<file path="src/rtl/chroni_pkg.sv">
// Shared state encoding, size defaults and command helpers for the bitmap expander.
package chroni_pkg;

   typedef enum logic {
      ST_IDLE   = 1'b0,
      ST_EXPAND = 1'b1
   } state_t;

   localparam int LINE_SIZE_DEF = 1280;
   localparam int ADDR_W_DEF    = 11;

   // Commands may request up to 15 pixels; a byte only carries 8.
   function automatic logic [3:0] clamp_bits(input logic [3:0] bits);
      return (bits > 4'd8) ? 4'd8 : bits;
   endfunction

endpackage

</file>
<file path="src/rtl/chroni_bitmap_expander.sv">
// Expands font bitmap bytes into palette-index writes for an external line buffer, one pixel per cycle.
// Optional CHRONI_EXP_TRANSPARENT_EN: 0 bits with off index 0 skip the write but still advance.
module chroni_bitmap_expander
   import chroni_pkg::*;
#(
   parameter int LINE_SIZE = LINE_SIZE_DEF,
   parameter int ADDR_W    = ADDR_W_DEF
) (
   input  logic              sys_clk,
   input  logic              reset_n,
   input  logic              frame_start,
   input  logic              wr_en,
   input  logic [ADDR_W-1:0] wr_addr,
   input  logic [7:0]        wr_data,
   input  logic [7:0]        wr_bitmap_on,
   input  logic [7:0]        wr_bitmap_off,
   input  logic [3:0]        wr_bitmap_bits,
   output logic              wr_busy,
   output logic              wr_overrun,
   output logic              px_we,
   output logic [ADDR_W-1:0] px_addr,
   output logic [7:0]        px_data
);

   state_t            state;
   logic [7:0]        shreg;
   logic [7:0]        on_idx;
   logic [7:0]        off_idx;
   logic [3:0]        remain;
   logic [ADDR_W-1:0] next_addr;
   logic              first_we;
   logic              next_we;

   function automatic logic [ADDR_W-1:0] wrap_inc(input logic [ADDR_W-1:0] a);
      return (a == ADDR_W'(LINE_SIZE - 1)) ? '0 : a + 1'b1;
   endfunction

   always_comb begin
      first_we = 1'b1;
      next_we  = 1'b1;
`ifdef CHRONI_EXP_TRANSPARENT_EN
      first_we = wr_data[7] | (wr_bitmap_off != 8'h00);
      next_we  = shreg[7] | (off_idx != 8'h00);
`endif
   end

   always_ff @(posedge sys_clk or negedge reset_n) begin
      if (!reset_n) begin
         state      <= ST_IDLE;
         wr_busy    <= 1'b0;
         wr_overrun <= 1'b0;
         px_we      <= 1'b0;
         px_addr    <= '0;
         px_data    <= 8'h00;
         shreg      <= 8'h00;
         on_idx     <= 8'h00;
         off_idx    <= 8'h00;
         remain     <= 4'd0;
         next_addr  <= '0;
      end else if (frame_start) begin
         state      <= ST_IDLE;
         wr_busy    <= 1'b0;
         wr_overrun <= 1'b0;
         px_we      <= 1'b0;
      end else begin
         case (state)
            ST_IDLE: begin
               if (wr_en && wr_bitmap_bits == 4'd0) begin
                  px_we   <= 1'b1;
                  px_addr <= wr_addr;
                  px_data <= wr_data;
               end else if (wr_en) begin
                  // The first pixel goes out with the accepting edge; the rest follow from the latches.
                  px_we     <= first_we;
                  px_addr   <= wr_addr;
                  px_data   <= wr_data[7] ? wr_bitmap_on : wr_bitmap_off;
                  shreg     <= {wr_data[6:0], 1'b0};
                  on_idx    <= wr_bitmap_on;
                  off_idx   <= wr_bitmap_off;
                  remain    <= clamp_bits(wr_bitmap_bits) - 4'd1;
                  next_addr <= wrap_inc(wr_addr);
                  state     <= ST_EXPAND;
                  wr_busy   <= 1'b1;
               end else begin
                  px_we <= 1'b0;
               end
            end
            ST_EXPAND: begin
               if (wr_en) begin
                  wr_overrun <= 1'b1;
               end
               if (remain == 4'd0) begin
                  state   <= ST_IDLE;
                  wr_busy <= 1'b0;
                  px_we   <= 1'b0;
               end else begin
                  px_we     <= next_we;
                  px_addr   <= next_addr;
                  px_data   <= shreg[7] ? on_idx : off_idx;
                  shreg     <= {shreg[6:0], 1'b0};
                  remain    <= remain - 4'd1;
                  next_addr <= wrap_inc(next_addr);
               end
            end
            default: begin
               state   <= ST_IDLE;
               wr_busy <= 1'b0;
               px_we   <= 1'b0;
            end
         endcase
      end
   end

endmodule

</file>
<file path="config.mk">
export PLATFORM = sky130hd
export DESIGN_NAME = chroni_bitmap_expander
export DESIGN_NICKNAME = d
export VERILOG_FILES = /design/src/rtl/chroni_pkg.sv /design/src/rtl/chroni_bitmap_expander.sv
export SDC_FILE = /design/constraint.sdc
export NUM_CORES = 1
export LEC_CHECK = 0
export ABC_AREA = 0
export CORE_MARGIN = 3
export CORE_UTILIZATION = 45
export DETAILED_ROUTE_END_ITERATION = 8
export HOLD_SLACK_MARGIN = 0.1
export PLACE_DENSITY = 0.8
export SYNTH_ARGS = -nofsm -noshare
export SYNTH_HDL_FRONTEND = slang
export SYNTH_SLANG_ARGS = --single-unit
export TNS_END_PERCENT = 1
</file>
<file path="constraint.sdc">
create_clock -name sys_clk -period 4.4 [get_ports sys_clk]
set_input_delay 0.66 -clock sys_clk [delete_from_list [all_inputs] [get_ports sys_clk]]
set_output_delay 0.66 -clock sys_clk [all_outputs]
set_load 0.03 [all_outputs]
</file>
Word level (Yosys, flattened, before mapping)
Index checks and enable logic that the tools add are counted.
- equality and inequality tests: 9
- reduce and logical (&&, ||, !) cells: 10
- muxes and demuxes: 40
- add/sub/neg operators: 4
- $lt $le $gt $ge: 1
- bitwise operators: 3
- operators with widths (operator ; count):
    2-to-1 mux 11 bit ; 8
    2-to-1 mux 8 bit ; 8
    case mux 11 bit (2 select lines) ; 2
    case mux 8 bit (2 select lines) ; 2
    adder 11 x 1 -> 11 bit, second input constant ; 2
    == test 11 bit, second input constant ; 2
    2-to-1 mux 4 bit ; 4
    2-to-1 mux 1 bit ; 12
    inequality test 3 bit, second input constant ; 3
    zero test 4 bit ; 2
    case mux 4 bit (2 select lines) ; 1
    AND reduction 4 bit ; 2
    subtractor 4 x 1 -> 4 bit, second input constant ; 2
    inequality test 2 bit, second input constant ; 3
    case mux 1 bit (2 select lines) ; 3
    AND reduction 3 bit ; 2
    greater-than comparator 4 bit, second input constant ; 1
    nonzero test 2 bit ; 2
    inequality test 3 x 2 -> 1 bit, second input constant ; 1
    inverter 1 bit ; 3
    AND reduction 2 bit ; 1
    logical AND 1 bit ; 1
- flip-flop bits (word level): 62

Depth between registers and ports, before layout
- word-level depth: 6
- gate-level depth with buffers: 8
- depth with buffers taken out: 7

Worst setup path after synthesis
No wires, ideal clock.
- kind: in2reg
- start point: in wr_addr[0]
- end point: reg next_addr[3]
- setup slack: 2.358 ns
- data arrival time: 1.921 ns
- setup time: 0.121 ns
- cell stages on the path: 6
- required time: 4.279 ns
- buffers on the path: 0
- cell sequence: ha_1 nand3_1 or4b_1 o21ai_1 o32ai_1 a22o_1
- word-level cells in the longest chain between the ends: 5
- elaborated cells between the ends (all ways): 6
- those cells by class: add/sub: 1; eq/ne: 1; mux: 4
- RTL lines (what ; line ; source):
    start, declared ; chroni_bitmap_expander.sv:13 ; input logic [ADDR_W-1:0] wr_addr,
    adder 11 x 1 -> 11 bit or == test 11 bit (tied branches) ; chroni_bitmap_expander.sv:35 ; return (a == ADDR_W'(LINE_SIZE - 1)) ? '0 : a + 1'b1;
    2-to-1 mux 11 bit (*) ; chroni_bitmap_expander.sv:35 ;
    2-to-1 mux 11 bit (*) ; chroni_bitmap_expander.sv:72 ; end else if (wr_en) begin
    2-to-1 mux 11 bit (*) ; chroni_bitmap_expander.sv:68 ; if (wr_en && wr_bitmap_bits == 4'd0) begin
    case mux 11 bit (2 select lines) (*) ; chroni_bitmap_expander.sv:66 ; case (state)
    end signal, assigned ; chroni_bitmap_expander.sv:81 ; next_addr <= wrap_inc(wr_addr);
    end signal, assigned ; chroni_bitmap_expander.sv:102 ; next_addr <= wrap_inc(next_addr);
    end, declared ; chroni_bitmap_expander.sv:30 ; logic [ADDR_W-1:0] next_addr;
Mark *: on every way between the ends. The rest lies on a longest branch, timed or not. The select of a mux whose other input is x is not followed.
A chain may end at the register's enable or synchronous reset.

Worst setup path in the final report
- start point: reg state
- end point: reg px_data[7]
- word-level cells in the longest chain between the ends: 3
- elaborated cells between the ends (all ways): 5
- those cells by class: eq/ne: 2; mux: 1; bitwise: 1; reduce/logical: 1
- RTL lines (what ; line ; source):
    start, declared ; chroni_bitmap_expander.sv:25 ; state_t state;
    start signal, assigned ; chroni_bitmap_expander.sv:49 ; state <= ST_IDLE;
    start signal, assigned ; chroni_bitmap_expander.sv:61 ; state <= ST_IDLE;
    start signal, assigned ; chroni_bitmap_expander.sv:82 ; state <= ST_EXPAND;
    inverter 1 bit ; n/a ;
    inequality test 3 bit (no source line) ; n/a ;
    AND reduction 3 bit (no source line) ; n/a ;
    end signal, assigned ; chroni_bitmap_expander.sv:71 ; px_data <= wr_data;
    end signal, assigned ; chroni_bitmap_expander.sv:76 ; px_data <= wr_data[7] ? wr_bitmap_on : wr_bitmap_off;
    end signal, assigned ; chroni_bitmap_expander.sv:99 ; px_data <= shreg[7] ? on_idx : off_idx;
    end, declared ; chroni_bitmap_expander.sv:22 ; output logic [7:0] px_data
Parallel ways exist; a longest one is shown, timed or not.

==> metrics.md <==
| Metric | Value |
|---|---|
| Fin crit share | `0.606` |
| Synth top area share | `0.448` |
| Critical R2R Launch | `state$_DFF_PN0_` |
| Worst setup SP type | `register` |
| Num CTS Buffers | `9` |
| Endpoints failing setup | `0` |
| Later-pin clock latency in the skew report | `340 ps` |
| Drt total wl | `8.22 mm` |
| Starting Density | `0.468` |
| Final nets | `441` |
| DR WL met3 | `519 µm` |
| FF-to-FF End | `px_data[7]$_DFFE_PN0P_` |
| Levels on crit path | `4` |
| CTS tree | `built` |
| Synthesis Warnings | `0` |
| RSZ-0062 raised after global routing | `false` |
| Pleak | `1.72 nW` |
| Core ar. | `7290 µm²` |
| Worst Hold Class | `input pin to asynchronous set/reset pin` |
| Setup Fix Bufs, Post-CTS | `0` |
| Post-synth net total | `381` |
| Setup Skew | `4.65 ps` |
| GRT Util Overall | `0.204` |
| Clk buf depth | `2` |
| Setup Crit Path Kind | `register to register` |
| Max VDD drop | `0.224 mV` |
| Synthesis-to-finish area growth | `25.5%` |
| H-Tree Depth | `3` |
| Rel. slew slack | `0.376` |
| Fmax | `375 MHz` |
| Post-Synthesis Cells | `335` |
| Post-route ant nets | `0` |
| Clk slew on worst S/H paths | `60 ps` |
| Final Util | `0.587` |
| Post-cts resize count | `0` |
| Top Metal Used | `met4` |
| MaxCap Viol Count | `0` |
| Slowest CP cell | `a21boi_2` |
| WL met2 | `3.90 mm` |
| Synth Cell Area | `3410 µm²` |
| FFs w/ async S/R, synth | `1.00` |
| Share of post-route cells with drive strength above 1 | `0.135` |
| First-pass GRT wire length | `14.0 mm` |
| Critical Path Max Stage Delay | `870 ps` |
| DP Wirelength | `5.78 mm` |
| Root Buffer | `clkbuf_8` |
| DRC Markers | `0` |
| Most instantiated library cell after synthesis | `dfrtp_1` |
| Power density cells | `435 nW/µm²` |
| Grt ovf | `0` |
| Num rows | `31` |
| Ys flop type | `dfrtp_1` |
| CP required | `4650 ps` |
| Worst slew pin tran | `930 ps` |
| Outcome | `finished, final reports clean` |
| Max Slew Vio Count | `0` |
| Worst path bufs/invs | `1` |
| Synth area leaders | `dfrtp_1 45%, mux2i_1 7.0%, mux2_2 5.6%` |
| Routed via count | `2,852` |
| Routed length per placed instance | `16.5 µm` |
| CTS hold repair buffers | `0` |
| Flops & latches, synth | `61` |
| CP Cell Sequence | `inv_1 > a21boi_2 > o21ai_0 > o22ai_1` |
| Antenna Cells | `0` |
| Synth cell types | `58` |
| Die height | `93.0 µm` |
| Minimum clock period | `2670 ps` |
| Post-synth EDFFs | `0` |
| Metal1 wirelength | `3.68 mm` |
| Sequential element share of the synthesized area | `0.448` |
| R2R depth | `4` |
| Num Clock Sinks | `61` |
| Mean Syn Cell Area | `10.2 µm²` |
| Gpl congestion | `0.828` |
| Setup_tns | `0 ps` |
| Top-Level Pins | `65` |
| Vias in the first global route | `2,913` |
| Synth cell count leaders | `61 x dfrtp_1, 34 x a21oi_1, 25 x nor2_1` |
| Reg-to-reg setup timing slack | `1730 ps` |
| Crit path DAT | `2920 ps` |
| Chip width | `93.0 µm` |
| CP Capture Type | `register` |
| Endpoints failing hold | `0` |
| Final setup margin | `1730 ps` |
| Vias per Instance | `5.73` |
| DRT Pass-1 Iters | `6` |
| Cell family with most CP delay | `compound AO/OA/AOI/OAI gates` |
| DP Worst Slack | `1490 ps` |
| Number of DRC markers in iteration 0 | `157` |
| Largest net degree at the start of global routing | `62` |
| IO buf count | `64` |
| Post-synth top area cell | `dfrtp_1` |
| DIE AREA | `8660 µm²` |
| Antenna violations before repair | `0` |
| CP max FO | `25` |
-- registers in the layout, summed over array words and instances, names as in the netlist --
| register | count |
|---|---|
| px_we | 1 |
| wr_overrun | 1 |
| state | 1 |
| px_addr | 11 |
| wr_busy | 1 |
| off_idx | 8 |
| next_addr | 11 |
| px_data | 8 |
| on_idx | 8 |
| remain | 4 |
| shreg | 7 |
-- cell families after synthesis --
family                   after synthesis  synth area share
AO/OA/AOI/OAI                        105             0.199
flip-flops                            61             0.448
adder cells (fa/ha/maj)                3            0.0110
multiplexers                          49             0.162
XOR/XNOR                               6            0.0154
AND/OR/NAND/NOR                       83             0.127
buffers and inverters                 28            0.0389
-- worst max path at each step --
| stage | from | end | slack, ps |
|---|---|---|---|
| after detailed placement | frame_start | px_data[7]$_DFFE_PN0P_ | 1490 |
| after global routing | state$_DFF_PN0_ | px_data[7]$_DFFE_PN0P_ | 1450 |
| after CTS | state$_DFF_PN0_ | px_data[7]$_DFFE_PN0P_ | 1740 |
| final | state$_DFF_PN0_ | px_data[7]$_DFFE_PN0P_ | 1730 |
| after floorplan | wr_addr[0] | next_addr[3]$_DFFE_PN0P_ | 2360 |
| after global placement | frame_start | px_data[7]$_DFFE_PN0P_ | 1500 |
-- routing by layer --
layer	track usage	up-vias
met1	0.264	1366
li1	-	1370
met4	0.0635	0
met2	0.326	102
met5	0	-
met3	0.0676	14
-- final cells by class --
class | instances | area [µm²]
fill | 670 | 3010
clock buffer | 14 | 173
timing repair buffer | 68 | 666
inverter | 9 | 33.8
multi-input combinational | 246 | 1750
clock inverter | 1 | 5.00
sequential | 61 | 1530
tap | 99 | 124
-- report_power, final --
group	internal [W]	total [W]	switching, W
sequential	0.000691	0.000817	0.000125
clock	0.000247	0.000449	0.000202
combinational	0.000294	0.000598	0.000304
-- through the flow --
stage               area [µm²]  instances  hold WS, ps  power (W)
global placement          4100        483          467    0.00139
floorplan                 3410        335          364    0.00119
CTS                       4280        498          489    0.00187
finish                    4280        498          484    0.00186
detailed placement        4100        483          475    0.00142
global route              4280        498          522    0.00198
-- cell usage in the layout (no fill, tap or decap), types with 4 or more instances in the layout --
master,count
a21oi_1,34
a31oi_1,4
and3_1,4
buf_4,4
clkbuf_8,12
clkdlybuf4s50_1,63
dfrtp_1,61
inv_1,8
mux2_2,17
mux2_4,8
mux2i_1,24
nand2_1,18
nand3_1,13
nor2_1,25
nor3_1,4
o21a_1,4
o21ai_0,17
o22ai_1,15
xnor2_1,4
Power figures use the tool's default switching activity.
